### config.mk
export PLATFORM = sky130hd
export DESIGN_NAME = goertzel_tone_decider
export DESIGN_NICKNAME = d
export VERILOG_FILES = /design/src/rtl/goertzel_tone_decider.sv
export SDC_FILE = /design/constraint.sdc
export NUM_CORES = 1
export LEC_CHECK = 0
export BUFFER_PORTS_ARGS = -buffer_cell sky130_fd_sc_hd__buf_2
export CELL_PAD_IN_SITES_DETAIL_PLACEMENT = 1
export CELL_PAD_IN_SITES_GLOBAL_PLACEMENT = 2
export CORE_MARGIN = 2
export CORE_UTILIZATION = 38
export DETAILED_ROUTE_END_ITERATION = 16
export PLACE_DENSITY_LB_ADDON = 0.25
export SLEW_MARGIN = 20
export SYNTH_ARGS = -nofsm -noshare
export SYNTH_HDL_FRONTEND = slang
export SYNTH_SLANG_ARGS = --single-unit
### constraint.sdc
create_clock -name sys_clk -period 5.7 [get_ports sys_clk]
set_clock_uncertainty 0.15 [all_clocks]
set_input_delay 1.14 -clock sys_clk [delete_from_list [all_inputs] [get_ports sys_clk]]
set_output_delay 1.14 -clock sys_clk [all_outputs]
set_load 0.03 [all_outputs]
### src/rtl/goertzel_tone_decider.sv
// ---------------------------------------------------------------------------
// goertzel_tone_decider
//
// Turns per-frame Goertzel tone magnitudes (G0 = space, G1 = mark) into a
// debounced binary FSK symbol stream with carrier detect. It makes one
// decision per frame, using a carrier threshold, a hysteresis margin and an
// IDLE/ACQUIRE/LOCKED state machine.
//
// Pipeline:
//   stage 1 : the edge that samples G_READY=1 latches G0/G1 and raises f_vld_q
//   stage 2 : the next edge classifies the frame and updates the outputs
//   Back-to-back G_READY strobes are fully pipelined.
//
// Ports:
//   sys_clk    in   1   system clock
//   sys_rst    in   1   synchronous active-high reset
//   G0         in  16   space-tone magnitude, valid with G_READY
//   G1         in  16   mark-tone magnitude, valid with G_READY
//   G_READY    in   1   one-cycle frame strobe
//   bit_out    out  1   current decided symbol (1 = mark)
//   bit_valid  out  1   one-cycle pulse per decided symbol
//   bit_ambig  out  1   with bit_valid: frame was ambiguous, bit_out held
//   carrier    out  1   high while LOCKED
//   state_dbg  out  2   0 = IDLE, 1 = ACQUIRE, 2 = LOCKED
//   mag_diff   out 17   signed g1 - g0 of the last frame (only when the
//                       TONE_DIFF_OUT_EN macro is defined)
// ---------------------------------------------------------------------------
module goertzel_tone_decider #(
    parameter logic [15:0] CARRIER_THRESH = 16'd2048,
    parameter logic [15:0] HYST           = 16'd256,
    parameter int unsigned CONFIRM        = 3,   // 2..15
    parameter int unsigned LOSS_COUNT     = 4    // 1..15
) (
    input  logic        sys_clk,
    input  logic        sys_rst,
    input  logic [15:0] G0,
    input  logic [15:0] G1,
    input  logic        G_READY,
    output logic        bit_out,
    output logic        bit_valid,
    output logic        bit_ambig,
    output logic        carrier,
    output logic [1:0]  state_dbg
`ifdef TONE_DIFF_OUT_EN
    ,
    output logic signed [16:0] mag_diff
`endif
);

    localparam logic [3:0] CONFIRM_C = 4'(CONFIRM);
    localparam logic [3:0] LOSS_C    = 4'(LOSS_COUNT);

    typedef enum logic [1:0] {
        IDLE    = 2'd0,
        ACQUIRE = 2'd1,
        LOCKED  = 2'd2
    } state_t;

    state_t      state_q;
    logic [15:0] g0_q;
    logic [15:0] g1_q;
    logic        f_vld_q;
    logic        cand_q;
    logic [3:0]  cnt_q;
    logic [3:0]  miss_q;
    logic        bit_out_q;
    logic        bit_valid_q;
    logic        bit_ambig_q;
    logic        carrier_q;

    // Frame classification of the latched magnitudes.
    logic        above_d;
    logic        raw_d;
    logic        ambig_d;
    logic [16:0] g0_ext_d;
    logic [16:0] g1_ext_d;
    logic [3:0]  cnt_inc_d;
    logic [3:0]  miss_inc_d;

    always_comb begin
        g0_ext_d = {1'b0, g0_q};
        g1_ext_d = {1'b0, g1_q};
        // max(g0,g1) >= T is the same as either one reaching T.
        above_d  = (g0_q >= CARRIER_THRESH) || (g1_q >= CARRIER_THRESH);
        raw_d    = 1'b0;
        ambig_d  = 1'b1;
        // 17-bit sums so a magnitude near full scale plus HYST cannot wrap.
        if (g1_ext_d > g0_ext_d + {1'b0, HYST}) begin
            raw_d   = 1'b1;
            ambig_d = 1'b0;
        end else if (g0_ext_d > g1_ext_d + {1'b0, HYST}) begin
            raw_d   = 1'b0;
            ambig_d = 1'b0;
        end
        cnt_inc_d  = (cnt_q  == 4'hF) ? cnt_q  : cnt_q  + 4'd1;
        miss_inc_d = (miss_q == 4'hF) ? miss_q : miss_q + 4'd1;
    end

    // Stage 1: capture magnitudes on the strobe.
    always_ff @(posedge sys_clk) begin
        if (sys_rst) begin
            g0_q    <= 16'd0;
            g1_q    <= 16'd0;
            f_vld_q <= 1'b0;
        end else begin
            f_vld_q <= G_READY;
            if (G_READY) begin
                g0_q <= G0;
                g1_q <= G1;
            end
        end
    end

    // Stage 2: lock/loss state machine with registered outputs.
    always_ff @(posedge sys_clk) begin
        if (sys_rst) begin
            state_q     <= IDLE;
            cand_q      <= 1'b0;
            cnt_q       <= 4'd0;
            miss_q      <= 4'd0;
            bit_out_q   <= 1'b0;
            bit_valid_q <= 1'b0;
            bit_ambig_q <= 1'b0;
            carrier_q   <= 1'b0;
        end else begin
            bit_valid_q <= 1'b0;
            bit_ambig_q <= 1'b0;
            if (f_vld_q) begin
                case (state_q)
                    IDLE: begin
                        if (above_d && !ambig_d) begin
                            state_q <= ACQUIRE;
                            cand_q  <= raw_d;
                            cnt_q   <= 4'd1;
                        end
                    end
                    ACQUIRE: begin
                        if (!above_d) begin
                            state_q <= IDLE;
                            cnt_q   <= 4'd0;
                        end else if (ambig_d) begin
                            cnt_q <= 4'd0;
                        end else if (raw_d == cand_q) begin
                            cnt_q <= cnt_inc_d;
                            if (cnt_inc_d >= CONFIRM_C) begin
                                state_q     <= LOCKED;
                                carrier_q   <= 1'b1;
                                bit_out_q   <= cand_q;
                                bit_valid_q <= 1'b1;
                                miss_q      <= 4'd0;
                            end
                        end else begin
                            // A new candidate restarts the count at 1;
                            // CONFIRM >= 2 so this never locks directly.
                            cand_q <= raw_d;
                            cnt_q  <= 4'd1;
                        end
                    end
                    LOCKED: begin
                        if (above_d) begin
                            miss_q      <= 4'd0;
                            bit_valid_q <= 1'b1;
                            if (ambig_d) begin
                                bit_ambig_q <= 1'b1;
                            end else begin
                                bit_out_q <= raw_d;
                            end
                        end else if (miss_inc_d >= LOSS_C) begin
                            state_q   <= IDLE;
                            carrier_q <= 1'b0;
                            miss_q    <= 4'd0;
                            cnt_q     <= 4'd0;
                        end else begin
                            miss_q <= miss_inc_d;
                        end
                    end
                    default: state_q <= IDLE;
                endcase
            end
        end
    end

`ifdef TONE_DIFF_OUT_EN
    logic signed [16:0] mag_diff_q;

    always_ff @(posedge sys_clk) begin
        if (sys_rst) begin
            mag_diff_q <= 17'sd0;
        end else if (f_vld_q) begin
            mag_diff_q <= $signed(g1_ext_d - g0_ext_d);
        end
    end

    assign mag_diff = mag_diff_q;
`endif

    assign bit_out   = bit_out_q;
    assign bit_valid = bit_valid_q;
    assign bit_ambig = bit_ambig_q;
    assign carrier   = carrier_q;
    assign state_dbg = state_q;

endmodule

======== Word level (Yosys, flattened, before mapping) ========
Index checks and enable logic that the tools add are counted.
operators by class
  multiplexer cells ....................... 53
  order comparisons ....................... 6
  shift-type cells ........................ 0
  $mul .................................... 0
  div/mod/pow operators ................... 0
  bitwise gates (word level) .............. 3
  equal/unequal tests ..................... 18
  add/sub/neg operators ................... 4
  reductions and logical operators ........ 15
operators with widths
  kind                                                    number
  two-way mux 4 bit                                       14
  adder 16 x 9 -> 17 bit (second input constant)          2
  > comparator 16 x 17 -> 1 bit                           2
  >= comparator 16 x 12 -> 1 bit (second input constant)  2
  two-way mux 1 bit                                       25
  inequality test 2 bit (second input constant)           10
  AND reduction 8 bit                                     2
  two-way mux 2 bit                                       7
  one-hot mux 4 bit (3 select lines)                      1
  AND reduction 6 bit                                     2
  inequality test 3 bit (second input constant)           3
  adder 4 x 1 -> 4 bit (second input constant)            2
  equality test 4 bit (second input constant)             2
  one-hot mux 1 bit (2 select lines)                      4
  one-hot mux 4 bit (2 select lines)                      1
  AND reduction 7 bit                                     1
  one-hot mux 2 bit (3 select lines)                      1
  AND reduction 5 bit                                     1
  >= comparator 4 x 2 -> 1 bit (second input constant)    1
  >= comparator 4 x 3 -> 1 bit (second input constant)    1
  nonzero test 2 bit                                      2
  OR reduction 4 bit                                      1
  inverter 1 bit                                          3
  nonzero test 3 bit                                      1
  8 further kinds                                         8
storage, ports and cells
  RAM bits ................................ 0
  bits in read-only memories .............. 0
  register bits after elaboration ......... 48
  logic and storage cells ................. 110
  bits in latches ......................... 0
  memories ................................ 0

======== Logic depth before layout (Yosys ltp) ========
Gate-level depths: netlist of run 1.
  word-level depth ........................ 8
  gate-level depth with buffers ........... 13

======== Least setup slack after synthesis of run 1 ========
No wires, ideal clock.
  path kind ............................... reg2reg
  start ................................... reg g0_q[11]
  end ..................................... reg state_q[1], in the netlist state_dbg[1]
  arrival time ............................ 3.026 ns
  stages on the path, launching flop included .. 14
  slack ................................... 2.437 ns
  required time ........................... 5.463 ns
  cell sequence ........................... dfxtp_1 > nand3_1 > nor3_1 > nand3_1 > xor2_1 > ha_1 > nand3_1 > nor2_1 > a31oi_4 > a21boi_2 > o31a_1 > o21ba_1 > or4_4 > o31ai_1
between the ends
  word-level cells in the longest chain between the ends .. 7
  elaborated cells on any way between the ends .. 19
  classes of those cells .................. add/sub: 1; order compare: 3; eq/ne: 6; mux: 5; reduce/logical: 4
ends and longest elaborated chain
  element                                                                  RTL line  RTL
  start, declared                                                          60        logic [15:0] g0_q;
  start signal, assigned                                                   102       g0_q <= 16'd0;
  start signal, assigned                                                   108       g0_q <= G0;
  adder 16 x 9 -> 17 bit or > comparator 16 x 17 -> 1 bit (tied branches)  88, 91
  > comparator 16 x 17 -> 1 bit or two-way mux 1 bit (tied branches)       88, 91
  two-way mux 1 bit                                                        88        if (g1_ext_d > g0_ext_d + {1'b0, HYST}) begin
  logical NOT 1 bit                                                        131       if (above_d && !ambig_d) begin
  logical AND 1 bit                                                        131
  inequality test 2 bit (no line)                                          n/a
  AND reduction 7 bit (no line)                                            n/a
  end signal, assigned                                                     132       state_q <= ACQUIRE;
  end signal, assigned                                                     139       state_q <= IDLE;
  end signal, assigned                                                     146       state_q <= LOCKED;
  end, declared                                                            59        state_t state_q;
Several ways; a longest one is shown, not always the timed one.
A chain may end at the register's enable or synchronous reset.

======== Worst setup path in the final report of run 1 ========
  start ................................... reg g0_q[10]
  end ..................................... reg state_q[1], in the netlist state_dbg[1]
The elaborated chain is that of the path after synthesis.

==> results of run 1 <==
[registers in the layout, summed over array words and instances, names as in the netlist, 2 cells and up]
| signal | flops |
|---|---|
| g0_q | 16 |
| cnt_q | 4 |
| state_dbg | 2 |
| miss_q | 4 |
| g1_q | 16 |
[placed cells by master, fill, tap and decap left out, drive strengths merged, types with 2 or more instances in the layout]
cell,instances
dfxtp,48
nor2,47
ha,41
buf,40
mux2i,33
inv,31
a21oi,19
nand3,16
nand2,15
o21ai,10
xor2,8
nor3,7
xnor2,6
clkbuf,5
nand4,4
nand4b,4
nor2b,4
a211oi,4
nand2b,3
o211ai,3
and4,3
and2,3
and3,3
a21boi,3
a211o,2
a221oi,2
a221o,2
nor3b,2
nor4,2
nand3b,2
o22a,2
bufinv,2
and4b,2
a31oi,2
[where the power goes]
group | internal, W | switching, W
logic | 0.0000873 | 0.000110
registers | 0.000353 | 0.0000243
clock network | 0.000173 | 0.000120
[through the flow]
step | area, um^2 | hold WS, ns
detailed placement | 3465 | 0.2984
finish | 3593 | 0.3262
global route | 3593 | 0.3516
global placement | 3465 | 0.2964
floorplan | 3167 | 0.2798
CTS | 3593 | 0.3273
[worst min-delay path by stage]
| stage | from | endpoint | slack (ns) |
|---|---|---|---|
| finish | miss_q[3] | miss_q[3] | 0.33 |
| global route | miss_q[3] | miss_q[3] | 0.35 |
| global placement | miss_q[3] | miss_q[3] | 0.30 |
| floorplan | miss_q[3] | miss_q[3] | 0.28 |
| detailed placement | miss_q[3] | miss_q[3] | 0.30 |
| CTS | miss_q[3] | miss_q[3] | 0.33 |
[cell type report]
| cell class | count | area (um^2) | share of cell area (%) |
|---|---|---|---|
| Timing Repair Buffer | 40 | 200.2 | 5.571 |
| Tap cell | 105 | 131.4 | 3.656 |
| Inverter | 31 | 116.4 | 3.238 |
| Sequential cell | 48 | 960.9 | 26.74 |
| Clock inverter | 2 | 60.06 | 1.671 |
| Clock buffer | 5 | 68.82 | 1.915 |
| Multi-Input combinational cell | 272 | 2056 | 57.21 |
[layer usage]
layer  GRT usage (%)  part of all wire [%]  vias up
li1                -                     -     1349
met1           22.61                    47     1243
met2           31.69                    49       25
met3           3.004                   2.4        6
met4           3.623                  0.85        0
met5               0                     0        -
[worst max-delay path, stage by stage (launching register included)]
cell	delay [ns]
dfxtp_1	0.45
nand3_1	0.16
nor3_1	0.27
nand3_1	0.13
xor2_1	0.16
ha_1	0.32
nand3_1	0.14
nor2_1	0.28
a31oi_4	0.15
a21boi_2	0.22
o31a_1	0.37
o21ba_1	0.23
or4_4	0.43
o31ai_1	0.09
[cell families after synthesis]
kind of cell,after synthesis,share of synthesized area (%)
AO/OA/AOI/OAI,61,13.99
XOR/XNOR,14,3.872
adder cells (fa/ha/maj),41,16.20
buffers and inverters,40,4.741
flip-flops,48,30.34
multiplexers,34,10.79
AND/OR/NAND/NOR,122,20.07
==> impl_metrics.toml, run 1 <==
[run_status]
status = "completed"

[routing]
drc = 0
vias = 2623
dr.pass1.iters = 4
wl_per_cell_um = 14.89
totalWireLength_mm = 7.488
ant_nets = 0
routed_via_density = 5.215
drtIter0Drc = 77

[logic_synthesis]
ys_ff_latch = 48
synth_edf_count = 0
synthTopCellsByCount = "dfxtp_1, nor2_1, ha_1"
synthCells = 360
synth_fp_nets = 436
synth.distinct_cells = 61
yosysWarnings = 0
async_reset_ff_share_pct = 0
syn-cell-area_mm2 = 0.003167
synthTopCellsByArea = "dfxtp_1, ha_1, mux2i_1, nor2_1, inv_1"
yosysSeqAreaShare_pct = 30.34
synth_most_common_cell = "dfxtp_1"
syn_area_per_cell_um2 = 8.797
synth_top_cell_area_share_pct = 30.34
synth_top_area_cell = "dfxtp_1"
ys.flop_type = "dfxtp_1"

[placed_design]
port_buffers = 40
gp_congestion = 0.8679
dp_worst_setup_slack_ns = 2.040
placed_cells = 496
hpwlAfterDp_mm = 5.749

[cts]
cts-hold-fix-buffers = 0
cts_made_buffers = 5
clock_path_buffers = 2
post_cts_buffers = 0
clk_pin_slew_ns = 0.10
cts-root-buf = "clkbuf_8"
clock_latency_ns = 0.30
cts_resized = 0
ctsHtreeMaxLevel = 2
cts_tree = "built"
cts_sinks = 48

[floorplan]
row_count = 33
die_height_um = 95.29
initial_core_util_pct = 38.93
ios = 41
die_w_um = 95.29
die_area_mm2 = 0.009080
core_area_mm2 = 0.008134

[power]
fin_total_pwr_w = 0.0008679
power.leakage_nw = 1.576
ir_drop_uv = 94.61
power_density_mw_per_mm2 = 241.5

[global_routing]
antenna_found_initial = 0
grt_max_degree = 51
grt_pass1_wl_mm = 12.79
track_usage_pct = 17.83
grt-ovfl-total = 0
grt_pass1_vias = 2670

[timing]
maxSlewHeadroom_pct = 33.48
timing.final.ws_setup_ns = 2.031
hold_violations = 0
worstMarginPinSlew_ns = 0.9979
period_minus_slack_ns = 3.669
period_share_pct = 64.37
tns_ns = 0
max_freq_mhz = 272.6
drv_slew = 0
rsz0062_at_grt = "no"
final-setup-viol-count = 0

[critical_path]
reg2reg_depth = 13
crit_path_end_kind = "flip-flop"
worstPathMaxFanout = 6
crit_type = "flip-flop to flip-flop"
rrSetupSlack_ns = 2.03
crit_path_end = "state_dbg[1]"
cp-start-kind = "flip-flop"
arrival_ns = 3.72
r2r_end = "state_dbg[1]"
worstPathRequired_ns = 5.75
r2r_start = "g0_q[10]"
crit_start = "g0_q[10]"

[final_layout]
instances_no_fill = 503
antenna_cells = 0
fillers = 971
postLayoutCoreUtil_pct = 44.18
area_growth_pct = 13.47
layout-drive-gt1-share_pct = 17.09
final_nets = 474

[flow_run]
cap_violations = 0

[worst_hold_path]
hold_depth = 1
worstHoldPathType = "flip-flop to flip-flop"
(Power assumes the default switching activity.)
==> inputs of run 2 (changes only) <==
--- a/config.mk
+++ b/config.mk
@@ -9,7 +9,7 @@
 export CELL_PAD_IN_SITES_DETAIL_PLACEMENT = 1
 export CELL_PAD_IN_SITES_GLOBAL_PLACEMENT = 2
 export CORE_MARGIN = 2
-export CORE_UTILIZATION = 38
+export CORE_UTILIZATION = 35
 export DETAILED_ROUTE_END_ITERATION = 16
 export PLACE_DENSITY_LB_ADDON = 0.25
 export SLEW_MARGIN = 20
==> constraint.sdc (replaced) <==
create_clock -name sys_clk -period 3.8 [get_ports sys_clk]
set_clock_uncertainty 0.15 [all_clocks]
set_input_delay 0.76 -clock sys_clk [delete_from_list [all_inputs] [get_ports sys_clk]]
set_output_delay 0.76 -clock sys_clk [all_outputs]
set_load 0.03 [all_outputs]
==> impl_metrics.toml, run 2 (synthesis results as in run 1) <==
[floorplan]
row_count = 34
die_w_um = 99.12
core_area_mm2 = 0.008763
die_height_um = 99.12
die_area_mm2 = 0.009825
ios = 41
initial_core_util_pct = 36.14

[timing]
final-setup-viol-count = 0
hold_violations = 0
drv_slew = 0
tns_ns = 0
period_share_pct = 93.21
worstMarginPinSlew_ns = 0.9838
maxSlewHeadroom_pct = 34.42
hold_ws_ns = 0.3246
period_minus_slack_ns = 3.542
max_freq_mhz = 282.3
rsz0062_at_grt = "no"

[global_routing]
grt-ovfl-total = 0
antenna_found_initial = 0
grt_pass1_wl_mm = 13.15
grt_pass1_vias = 2772
grt_max_degree = 51
track_usage_pct = 16.11

[critical_path]
worstPathMaxFanout = 6
r2r_start = "g0_q[11]"
rrSetupSlack_ns = 0.26
crit_path_end_kind = "flip-flop"
worstPathRequired_ns = 3.85
reg2reg_depth = 13
arrival_ns = 3.59
cp-start-kind = "flip-flop"
crit_type = "flip-flop to flip-flop"
r2r_end = "state_dbg[1]"

[routing]
ant_nets = 0
routed_via_density = 5.202
dr.pass1.iters = 4
drc = 0
totalWireLength_mm = 7.508
vias = 2658
drtIter0Drc = 78
wl_per_cell_um = 14.69

[worst_hold_path]
hp-start = "carrier"
hold_depth = 2
worstHoldPathType = "flip-flop to flip-flop"
worstHoldEndpoint = "carrier"

[cts]
ctsHtreeMaxLevel = 2
clk_pin_slew_ns = 0.09
post_cts_buffers = 0
cts_made_buffers = 5
cts_sinks = 48
clock_path_buffers = 2
cts-root-buf = "clkbuf_8"
clock_latency_ns = 0.30
cts_tree = "built"

[final_layout]
reg.largest.list = "g0_q (16), g1_q (16)"
multi_input_area_mm2 = 0.002074
final_nets = 478
layout-drive-gt1-share_pct = 18.36
seq_area_um2 = 960.9
layout_commonest_cell = "dfxtp_1"
fillers = 1087
area_growth_pct = 13.91
final_cell_mix = "dfxtp_1, nor2_1, ha_1"
antenna_cells = 0

[power]
power.leakage_nw = 1.581
ir_drop_uv = 193.4
power_density_mw_per_mm2 = 330.2

[flow_run]
cap_violations = 0

[placed_design]
port_buffers = 40
gp_congestion = 0.8165
hpwlAfterDp_mm = 5.743

[run_status]
status = "completed"
==> run 2: critical path: stages (launching register included) <==
cell      delay (ns)
dfxtp_1         0.45
nand3_1         0.19
nor3_2          0.21
nand3_1         0.12
xor2_1          0.17
ha_1            0.31
nand3_1         0.17
o211ai_1        0.16
a211oi_2        0.27
a21boi_2        0.14
o31a_1          0.36
o21ba_1         0.23
or4_4           0.43
o31ai_1         0.08
==> run 2: per-layer routing <==
layer | GRT usage [%] | up-vias | part of all wire [%]
li1 | - | 1358 | -
met1 | 21.25 | 1258 | 50
met2 | 27.49 | 38 | 46
met3 | 2.319 | 4 | 2.9
met4 | 4.531 | 0 | 1.1
met5 | 0 | - | 0
==> run 2: final cells by class <==
| class | count | share of cell area, % |
|---|---|---|
| sequential | 48 | 26.64 |
| clock buffer | 8 | 2.497 |
| tap | 108 | 3.746 |
| multi-input combinational | 272 | 57.51 |
| inverter | 31 | 3.226 |
| timing repair buffer | 44 | 6.382 |
==> run 2: power breakdown <==
group / internal [W] / switching, W / total, W
combinational: 0.000136 / 0.000171 / 0.000307
clock: 0.000149 / 0.000171 / 0.000320
sequential: 0.000530 / 0.0000342 / 0.000564
total: 0.000815 / 0.000376 / 0.00119
==> run 2: metrics by stage <==
step / setup WS, ns / instances / util [%] / cell area, um^2 / total power (W)
final: 0.2581 / 511 / 41.16 / 3607 / 0.001191
after global routing: 0.08164 / 511 / 41.16 / 3607 / 0.001271
after CTS: 0.1517 / 511 / 40.95 / 3588 / 0.001217
after detailed placement: 0.1937 / 503 / 39.92 / 3498 / 0.0008842
after global placement: 0.2913 / 503 / 39.92 / 3498 / 0.0008786
after floorplan: 0.5372 / 360 / - / 3167 / 0.0007892
==> run 2: what timing repair did <==
action | 4_1_cts | 5_1_grt
hold buffers | 0 | 0
setup endpoints to repair | 0 | 8
gates resized for setup | 0 | 4
==> run 2: how the worst max path moves through the flow <==
stage                         from            to  slack (ns)  cells after the start
final                     g0_q[11]  state_dbg[1]        0.26                     13
after global routing      g0_q[10]  state_dbg[1]        0.08                     13
after CTS                 g0_q[11]  state_dbg[1]        0.15                     13
after detailed placement  g0_q[11]  state_dbg[1]        0.19                     13
after global placement    g0_q[11]  state_dbg[1]        0.29                     13
after floorplan           g0_q[11]  state_dbg[1]        0.54                     13
